### src/rtl/ram_drain_stream_if.sv
// Port-b RAM access plus the outbound valid/ready stream of the RAM drain block.
// DRAIN_ADDR_TAG_EN adds dout_addr, the RAM address the current beat came from.
interface ram_drain_stream_if #(
    parameter int PAYLOAD_BITS  = 32,
    parameter int NUM_ADDR_BITS = 7
);
    logic [NUM_ADDR_BITS-1:0] ram_addrb;
    logic                     ram_web;
    logic [PAYLOAD_BITS:0]    ram_dinb;
    logic [PAYLOAD_BITS:0]    ram_doutb;
    logic [PAYLOAD_BITS-1:0]  dout;
    logic                     dout_vld;
    logic                     dout_rdy;
`ifdef DRAIN_ADDR_TAG_EN
    logic [NUM_ADDR_BITS-1:0] dout_addr;

    modport master (
        output ram_addrb, ram_web, ram_dinb, dout, dout_vld, dout_addr,
        input  ram_doutb, dout_rdy
    );
    modport slave (
        input  ram_addrb, ram_web, ram_dinb, dout, dout_vld, dout_addr,
        output ram_doutb, dout_rdy
    );
`else
    modport master (
        output ram_addrb, ram_web, ram_dinb, dout, dout_vld,
        input  ram_doutb, dout_rdy
    );
    modport slave (
        input  ram_addrb, ram_web, ram_dinb, dout, dout_vld,
        output ram_doutb, dout_rdy
    );
`endif
endinterface

### src/rtl/ram_drain_stream.sv
// Sweeps a valid-tagged RAM once per start, streams valid entries and clears their valid bit.
// Optional feature macro: DRAIN_ADDR_TAG_EN (adds dout_addr to the stream).
module ram_drain_stream #(
    parameter int PAYLOAD_BITS  = 32,
    parameter int NUM_ADDR_BITS = 7
) (
    input  logic                     clk,
    input  logic                     reset,
    input  logic                     start,
    output logic                     busy,
    output logic                     done,
    output logic [NUM_ADDR_BITS:0]   sent_cnt,
    ram_drain_stream_if.master       bus
);
    typedef enum logic [2:0] {
        S_IDLE = 3'd0,
        S_RD   = 3'd1,
        S_CHK  = 3'd2,
        S_SEND = 3'd3,
        S_CLR  = 3'd4,
        S_ADV  = 3'd5,
        S_DONE = 3'd6
    } state_t;

    localparam logic [NUM_ADDR_BITS-1:0] ADDR_MAX = '1;
    localparam logic [NUM_ADDR_BITS:0]   CNT_ONE  = (NUM_ADDR_BITS+1)'(1);

    state_t                   state_q,    state_d;
    logic [NUM_ADDR_BITS-1:0] addr_q,     addr_d;
    logic [NUM_ADDR_BITS:0]   sent_cnt_q, sent_cnt_d;
    logic                     busy_q,     busy_d;
    logic                     done_q,     done_d;
    logic                     web_q,      web_d;
    logic [PAYLOAD_BITS-1:0]  dout_q,     dout_d;
    logic                     dout_vld_q, dout_vld_d;
`ifdef DRAIN_ADDR_TAG_EN
    logic [NUM_ADDR_BITS-1:0] dout_addr_q, dout_addr_d;
`endif

    // Next-state and next-output computation for the sweep FSM.
    always_comb begin
        state_d    = state_q;
        addr_d     = addr_q;
        sent_cnt_d = sent_cnt_q;
        busy_d     = busy_q;
        done_d     = 1'b0;
        web_d      = 1'b0;
        dout_d     = dout_q;
        dout_vld_d = dout_vld_q;
`ifdef DRAIN_ADDR_TAG_EN
        dout_addr_d = dout_addr_q;
`endif
        case (state_q)
            S_IDLE: begin
                if (start) begin
                    addr_d     = '0;
                    sent_cnt_d = '0;
                    busy_d     = 1'b1;
                    state_d    = S_RD;
                end else begin
                    state_d = S_IDLE;
                end
            end
            S_RD: begin
                state_d = S_CHK;
            end
            S_CHK: begin
                if (bus.ram_doutb[PAYLOAD_BITS]) begin
                    dout_d     = bus.ram_doutb[PAYLOAD_BITS-1:0];
                    dout_vld_d = 1'b1;
`ifdef DRAIN_ADDR_TAG_EN
                    dout_addr_d = addr_q;
`endif
                    state_d    = S_SEND;
                end else begin
                    state_d = S_ADV;
                end
            end
            S_SEND: begin
                // The clear is only issued once the beat has actually been taken.
                if (dout_vld_q && bus.dout_rdy) begin
                    dout_vld_d = 1'b0;
                    sent_cnt_d = sent_cnt_q + CNT_ONE;
                    web_d      = 1'b1;
                    state_d    = S_CLR;
                end else begin
                    state_d = S_SEND;
                end
            end
            S_CLR: begin
                state_d = S_ADV;
            end
            S_ADV: begin
                if (addr_q == ADDR_MAX) begin
                    state_d = S_DONE;
                end else begin
                    addr_d  = addr_q + {{(NUM_ADDR_BITS-1){1'b0}}, 1'b1};
                    state_d = S_RD;
                end
            end
            S_DONE: begin
                done_d  = 1'b1;
                busy_d  = 1'b0;
                state_d = S_IDLE;
            end
            default: begin
                busy_d     = 1'b0;
                dout_vld_d = 1'b0;
                state_d    = S_IDLE;
            end
        endcase
    end

    // State and output registers; reset drops any pending beat without clearing it.
    always_ff @(posedge clk) begin
        if (reset) begin
            state_q    <= S_IDLE;
            addr_q     <= '0;
            sent_cnt_q <= '0;
            busy_q     <= 1'b0;
            done_q     <= 1'b0;
            web_q      <= 1'b0;
            dout_q     <= '0;
            dout_vld_q <= 1'b0;
`ifdef DRAIN_ADDR_TAG_EN
            dout_addr_q <= '0;
`endif
        end else begin
            state_q    <= state_d;
            addr_q     <= addr_d;
            sent_cnt_q <= sent_cnt_d;
            busy_q     <= busy_d;
            done_q     <= done_d;
            web_q      <= web_d;
            dout_q     <= dout_d;
            dout_vld_q <= dout_vld_d;
`ifdef DRAIN_ADDR_TAG_EN
            dout_addr_q <= dout_addr_d;
`endif
        end
    end

    assign busy          = busy_q;
    assign done          = done_q;
    assign sent_cnt      = sent_cnt_q;
    assign bus.ram_addrb = addr_q;
    assign bus.ram_web   = web_q;
    assign bus.ram_dinb  = '0;
    assign bus.dout      = dout_q;
    assign bus.dout_vld  = dout_vld_q;
`ifdef DRAIN_ADDR_TAG_EN
    assign bus.dout_addr = dout_addr_q;
`endif
endmodule

### src/flat_wrapper.sv
// flat-port wrapper written by rule: the top's interface ports become plain ports
module ram_drain_stream_flat 
#(
    parameter int PAYLOAD_BITS  = 32,
    parameter int NUM_ADDR_BITS = 7
)
  (clk, reset, start, busy, done, sent_cnt, bus_ram_addrb, bus_ram_web, bus_ram_dinb, bus_dout, bus_dout_vld, bus_ram_doutb, bus_dout_rdy);
  ram_drain_stream_if #(.PAYLOAD_BITS(PAYLOAD_BITS), .NUM_ADDR_BITS(NUM_ADDR_BITS)) bus_i ();
  input  logic clk;
  input  logic reset;
  input  logic start;
  output logic busy;
  output logic done;
  output logic [NUM_ADDR_BITS:0] sent_cnt;
  output wire logic [$bits(bus_i.ram_addrb)-1:0] bus_ram_addrb;
  output wire logic [$bits(bus_i.ram_web)-1:0] bus_ram_web;
  output wire logic [$bits(bus_i.ram_dinb)-1:0] bus_ram_dinb;
  output wire logic [$bits(bus_i.dout)-1:0] bus_dout;
  output wire logic [$bits(bus_i.dout_vld)-1:0] bus_dout_vld;
  input wire logic [$bits(bus_i.ram_doutb)-1:0] bus_ram_doutb;
  input wire logic [$bits(bus_i.dout_rdy)-1:0] bus_dout_rdy;
  assign bus_ram_addrb = bus_i.ram_addrb;
  assign bus_ram_web = bus_i.ram_web;
  assign bus_ram_dinb = bus_i.ram_dinb;
  assign bus_dout = bus_i.dout;
  assign bus_dout_vld = bus_i.dout_vld;
  assign bus_i.ram_doutb = bus_ram_doutb;
  assign bus_i.dout_rdy = bus_dout_rdy;
  ram_drain_stream #(.PAYLOAD_BITS(PAYLOAD_BITS), .NUM_ADDR_BITS(NUM_ADDR_BITS)) u_core (.clk(clk), .reset(reset), .start(start), .busy(busy), .done(done), .sent_cnt(sent_cnt), .bus(bus_i));
endmodule
### config.mk
export PLATFORM = sky130hd
export DESIGN_NAME = ram_drain_stream_flat
export DESIGN_NICKNAME = d
export VERILOG_FILES = /design/src/rtl/ram_drain_stream_if.sv /design/src/rtl/ram_drain_stream.sv /design/src/flat_wrapper.sv
export SDC_FILE = /design/constraint.sdc
export NUM_CORES = 1
export LEC_CHECK = 0
export ABC_CLOCK_PERIOD_IN_PS = 3500
export CAP_MARGIN = 5
export CORE_MARGIN = 3
export CORE_UTILIZATION = 43
export DETAILED_ROUTE_END_ITERATION = 16
export PLACE_DENSITY = 0.9
export SLEW_MARGIN = 20
export SYNTH_ARGS = -nofsm -noshare
export SYNTH_HDL_FRONTEND = slang
export SYNTH_SLANG_ARGS = --single-unit
export TNS_END_PERCENT = 100
### constraint.sdc
create_clock -name clk -period 3.5 [get_ports clk]
set_clock_uncertainty 0.15 [all_clocks]
set_input_delay 0.35 -clock clk [delete_from_list [all_inputs] [get_ports clk]]
set_output_delay 0.35 -clock clk [all_outputs]
set_load 0.03 [all_outputs]
== Word-level counts from Yosys, hierarchy flattened ==
Cells that the tools add are included.
Cells by class
  $add $sub $neg: 2
  multiply operators: 0
  div/mod/pow operators: 0
  order comparisons: 0
  eq/ne operators: 11
  shift-type cells: 0
  mux-type cells: 18
  bitwise logic cells: 3
  reductions and logical operators: 12
Operators with widths (count)
  $pmux W3 S6: 1
  $mux W8: 2
  $pmux W8 S2: 1
  $mux W7: 2
  $pmux W7 S2: 1
  $reduce_or A5 Y1: 2
  $eq A3 B3 Y1 const B: 3
  $mux W3: 3
  $reduce_and A3 Y1: 3
  $add A8 B1 Y8 const B: 1
  $add A7 B1 Y7 const B: 1
  $eq A7 B7 Y1 const B: 1
  $eq A3 B2 Y1 const B: 2
  $mux W1: 6
  $ne A2 B2 Y1 const B: 3
  $reduce_and A2 Y1: 2
  $reduce_bool A2 Y1: 2
  $eq A3 B1 Y1 const B: 1
  $logic_not A3 Y1: 1
  $not A1 Y1: 3
  $pmux W1 S3: 1
  $ne A2 B1 Y1 const B: 1
  $pmux W1 S2: 1
  $reduce_or A2 Y1: 1
  $logic_and A1 B1 Y1: 1
Word-level totals
  flip-flop bits (word level): 54
  latch bits: 0
  RAM bits: 0
  memory bits (read-only): 0
  word-level logic and storage cells: 54
  memories kept: 0

== Logic depth before layout (Yosys ltp) ==
  depth after elaboration: 4
  mapped depth: 7

== Worst setup path after synthesis ==
Ideal clock, no wire load.
  path type: reg2reg
  start: reg u_core.dout_vld_q, in the netlist u_core.bus.dout_vld
  end: reg u_core.sent_cnt_q[7], in the netlist u_core.sent_cnt[7]
  setup time: 0.132 ns
  arrival: 1.487 ns
  data required time: 3.218 ns
  path slack: 1.730 ns
  stages on the path, launching flop included: 5
  buffers on the path: 0
  clock period less this slack: 1.770 ns
  cells stage by stage: dfxtp_1 nand4_4 or4_1 nand3_1 o31ai_1
On the way
  word-level cells in the longest chain between the ends: 3
Ends and longest elaborated chain
  start, declared: line ram_drain_stream.sv:35  | logic dout_vld_q, dout_vld_d;
  start signal, assigned: line ram_drain_stream.sv:136  | dout_vld_q <= dout_vld_d;
  $logic_and A1 B1 Y1: line ram_drain_stream.sv:81  | if (dout_vld_q && bus.dout_rdy) begin
  $ne A2 B1 Y1 (no line)
  $reduce_and A3 Y1 (no line)
  end signal, assigned: line ram_drain_stream.sv:131  | sent_cnt_q <= sent_cnt_d;
  end, declared: line ram_drain_stream.sv:30  | logic [NUM_ADDR_BITS:0] sent_cnt_q, sent_cnt_d;
Every way passes these cells.
A chain may end at the register's enable or synchronous reset.

== Final worst setup path ==
  start: reg u_core.state_q[2]
  end: reg u_core.sent_cnt_q[4], in the netlist u_core.sent_cnt[4]
On the way
  word-level cells in the longest chain between the ends: 3
  elaborated cells on any way between the ends: 7
Ends and longest elaborated chain
  start, declared: line ram_drain_stream.sv:28  | state_t state_q, state_d;
  start signal, assigned: line ram_drain_stream.sv:129  | state_q <= state_d;
  $eq A3 B2 Y1 / $logic_not A3 Y1 (equally long branches): line ram_drain_stream.sv:53  | case (state_q)
  $ne A2 B1 Y1 (no line), or another cell as far along
  $reduce_and A3 Y1 (no line)
Several ways; a longest one is shown, not always the timed one.

==> results_dict.tcl <==
set metrics [dict create \
    clkLatencyLatePin_ps 300 \
    nNetsFinal 415 \
    design_area_mm2 0.00334 \
    slew_headroom 0.392 \
    synth_ff_type "dfxtp_1" \
    clk_path_buf_depth 2 \
    wl_met3_um 607 \
    rsz0062_at_grt "false" \
    setup_violations 0 \
    path_buf_inv 0 \
    slew_viol_final 0 \
    fin_tns_setup_ps 0 \
    cp_top_family "simple AND/OR/NAND/NOR gates" \
    yosysWarnings 0 \
    cts_made_buffers 5 \
    tightest_slew_ps 911 \
    p_per_area_mw_per_mm2 381 \
    diodes 0 \
    gp_congestion 0.849 \
    async_reset_ff_frac 0 \
    grt_first_pass_wirelength_um 9000 \
    synth-seq-cells 54 \
    cp.arrival_ps 2190 \
    area_delta_synth_final_pct 35.6 \
    synth_area_per_cell_um2 8.23 \
    fp.dieW_um 81.6 \
    drt_iter0_markers 142 \
    yosys.area_share.simple 0.251 \
    synth_fa_ha_area_frac 0.0102 \
    met2_length_um 2710 \
    drv_cap 0 \
    cts_setup_buffers 0 \
    cts-resized-gates 0 \
    crit_path_end_kind "register" \
    mostFrequentLayoutCell "clkdlybuf4s50_1" \
    top_layer_used "met4" \
    p_leak_nw 1.20 \
    postRouteAntennaNets 0 \
    met1_length_um 2330 \
    synth_cell_types 52 \
    grt_usage 0.173 \
    crit_required_ps 3600 \
    dp_hpwl_um 4170 \
    synth_area_mm2 0.00246 \
    synth_xor_area_frac 0.0107 \
    yosysSeqAreaShare 0.439 \
    dp_cells 439 \
    grt_start_max_net_pins 52 \
    vias 2186 \
    core_mm2 0.00530 \
    final-hold-violation-count 0 \
    dpl_cell_area_mm2 0.00322 \
    routed_via_density 4.89 \
    synth_top_family_by_area "simple AND/OR/NAND/NOR gates" \
    syn_inst 299 \
    chipHeight_um 81.6 \
    routedWlPerCell_um 12.8 \
    timing.fmax_mhz 478 \
    startpoint_type "register" \
    finalCriticalPeriod_ps 2090 \
    synth_edf_count 0 \
    cts_sinks 54 \
    grt_overflow 0 \
    cts_tree "built" \
    antenna_found_initial 0 \
    grt_pass1_vias 1982 \
    synth_compound_area_frac 0.145 \
    ir_drop_v 0.000299 \
    final_cell_mix "86 x clkdlybuf4s50_1, 76 x nand2_1, 54 x dfxtp_1, 37 x a21oi_1, 33 x conb_1" \
    drive_gt1_frac 0.0557 \
    critPathMaxStageDelay_ps 770 \
    htree_num_levels 2 \
    fin_crit_sh 0.597 \
    ios 121 \
    start_util 0.464 \
    dr.pass1.iters 4 \
    worstPathCellList "or4b_1, o21ai_0, a41o_1, o21a_1" \
    synth.mux.area_fraction 0.00865 \
    outcome "finished, final reports clean" \
    dieArea_mm2 0.00666 \
    drc 0 \
    slowest_stage "or4b_1" \
    wl_um 5710 \
    holdCritPathClass "register to register" \
    stdcell_count 447 \
    io_buffer_count 87 \
    row_count 26 \
    path_clk_slew_ps 110 \
    critPathKind "register to register" \
    cts_hold_buf 0 \
    cts-root-buf "clkbuf_8" \
    crit_fanout 23 \
]
==> metal layers <==
metal	vias to the layer above	GRT usage
li1	1102	-
met1	989	0.210
met2	89	0.274
met3	6	0.0724
met4	0	0.0615
met5	-	0
==> metrics by stage <==
| step | power [W] | hold slack, ps | worst slack [ps] | utilization |
|---|---|---|---|---|
| CTS | 0.00128 | 311 | 1410 | 0.629 |
| global placement | 0.000857 | 290 | 1290 | 0.608 |
| detailed placement | 0.000860 | 296 | 1280 | 0.608 |
| finish | 0.00127 | 308 | 1410 | 0.629 |
| floorplan | 0.000812 | 336 | 1730 | - |
| global route | 0.00132 | 323 | 1200 | 0.629 |
==> kinds of logic (layout without fill, tap and decap cells) <==
| kind of cell | count (synthesis) | in the layout |
|---|---|---|
| AND/OR/NAND/NOR | 128 | 128 |
| other | 1 | 33 |
| AO/OA/AOI/OAI | 57 | 57 |
| adder cells (fa/ha/maj) | 2 | 2 |
| multiplexers | 2 | 2 |
| flip-flops | 54 | 54 |
| buffers and inverters | 52 | 98 |
| XOR/XNOR | 3 | 3 |
==> sequential cells by signal, indices dropped and copies added (netlist names) <==
name	count
u_core.bus.dout	32
u_core.sent_cnt	8
u_core.bus.dout_vld	1
u_core.bus.ram_web	1
u_core.done	1
u_core.bus.ram_addrb	7
u_core.state_q	3
u_core.busy	1
==> worst register-to-register path: cells and delay by family, from the launching register on <==
kind            cells  cell delay [ps]
compound gates      3              550
flops               1              560
simple gates        1              770
==> power by group <==
part	internal, W	switching [W]
Combinational	0.0000751	0.000124
Clock	0.000215	0.000211
Sequential	0.000629	0.0000180
Total	0.000919	0.000353
==> worst paths after layout <==
path / start / end / slack, ps / cells past startpoint
worst max-delay path: u_core.state_q[2] / u_core.sent_cnt[4] / 1410 / 4
worst min-delay path: u_core.bus.dout[26] / u_core.bus.dout[26] / 310 / 2
worst max register to register: u_core.state_q[2] / u_core.sent_cnt[4] / 1410 / 4
worst min register to register: u_core.bus.dout[26] / u_core.bus.dout[26] / 310 / 2
==> Yosys cell counts (3+ instances only) <==
cell type	instances	area, µm²
a21oi_1	37	185
a31oi_1	4	25.0
buf_4	33	248
clkbuf_1	14	52.6
dfxtp_1	54	1080
nand2_1	76	285
nand3_1	11	55.1
nand3b_1	3	22.5
nor2_1	11	41.3
nor3_1	4	20.0
xnor2_1	3	26.3
==> area by class of cell <==
cell class / count / area, µm²
inverter: 2 / 7.51
multi-input combinational: 225 / 1170
clock inverter: 3 / 43.8
sequential: 54 / 1080
fill: 475 / 1970
tap: 70 / 87.6
clock buffer: 5 / 68.8
timing repair buffer: 88 / 873
No activity file was read; power rests on OpenSTA's default activity.
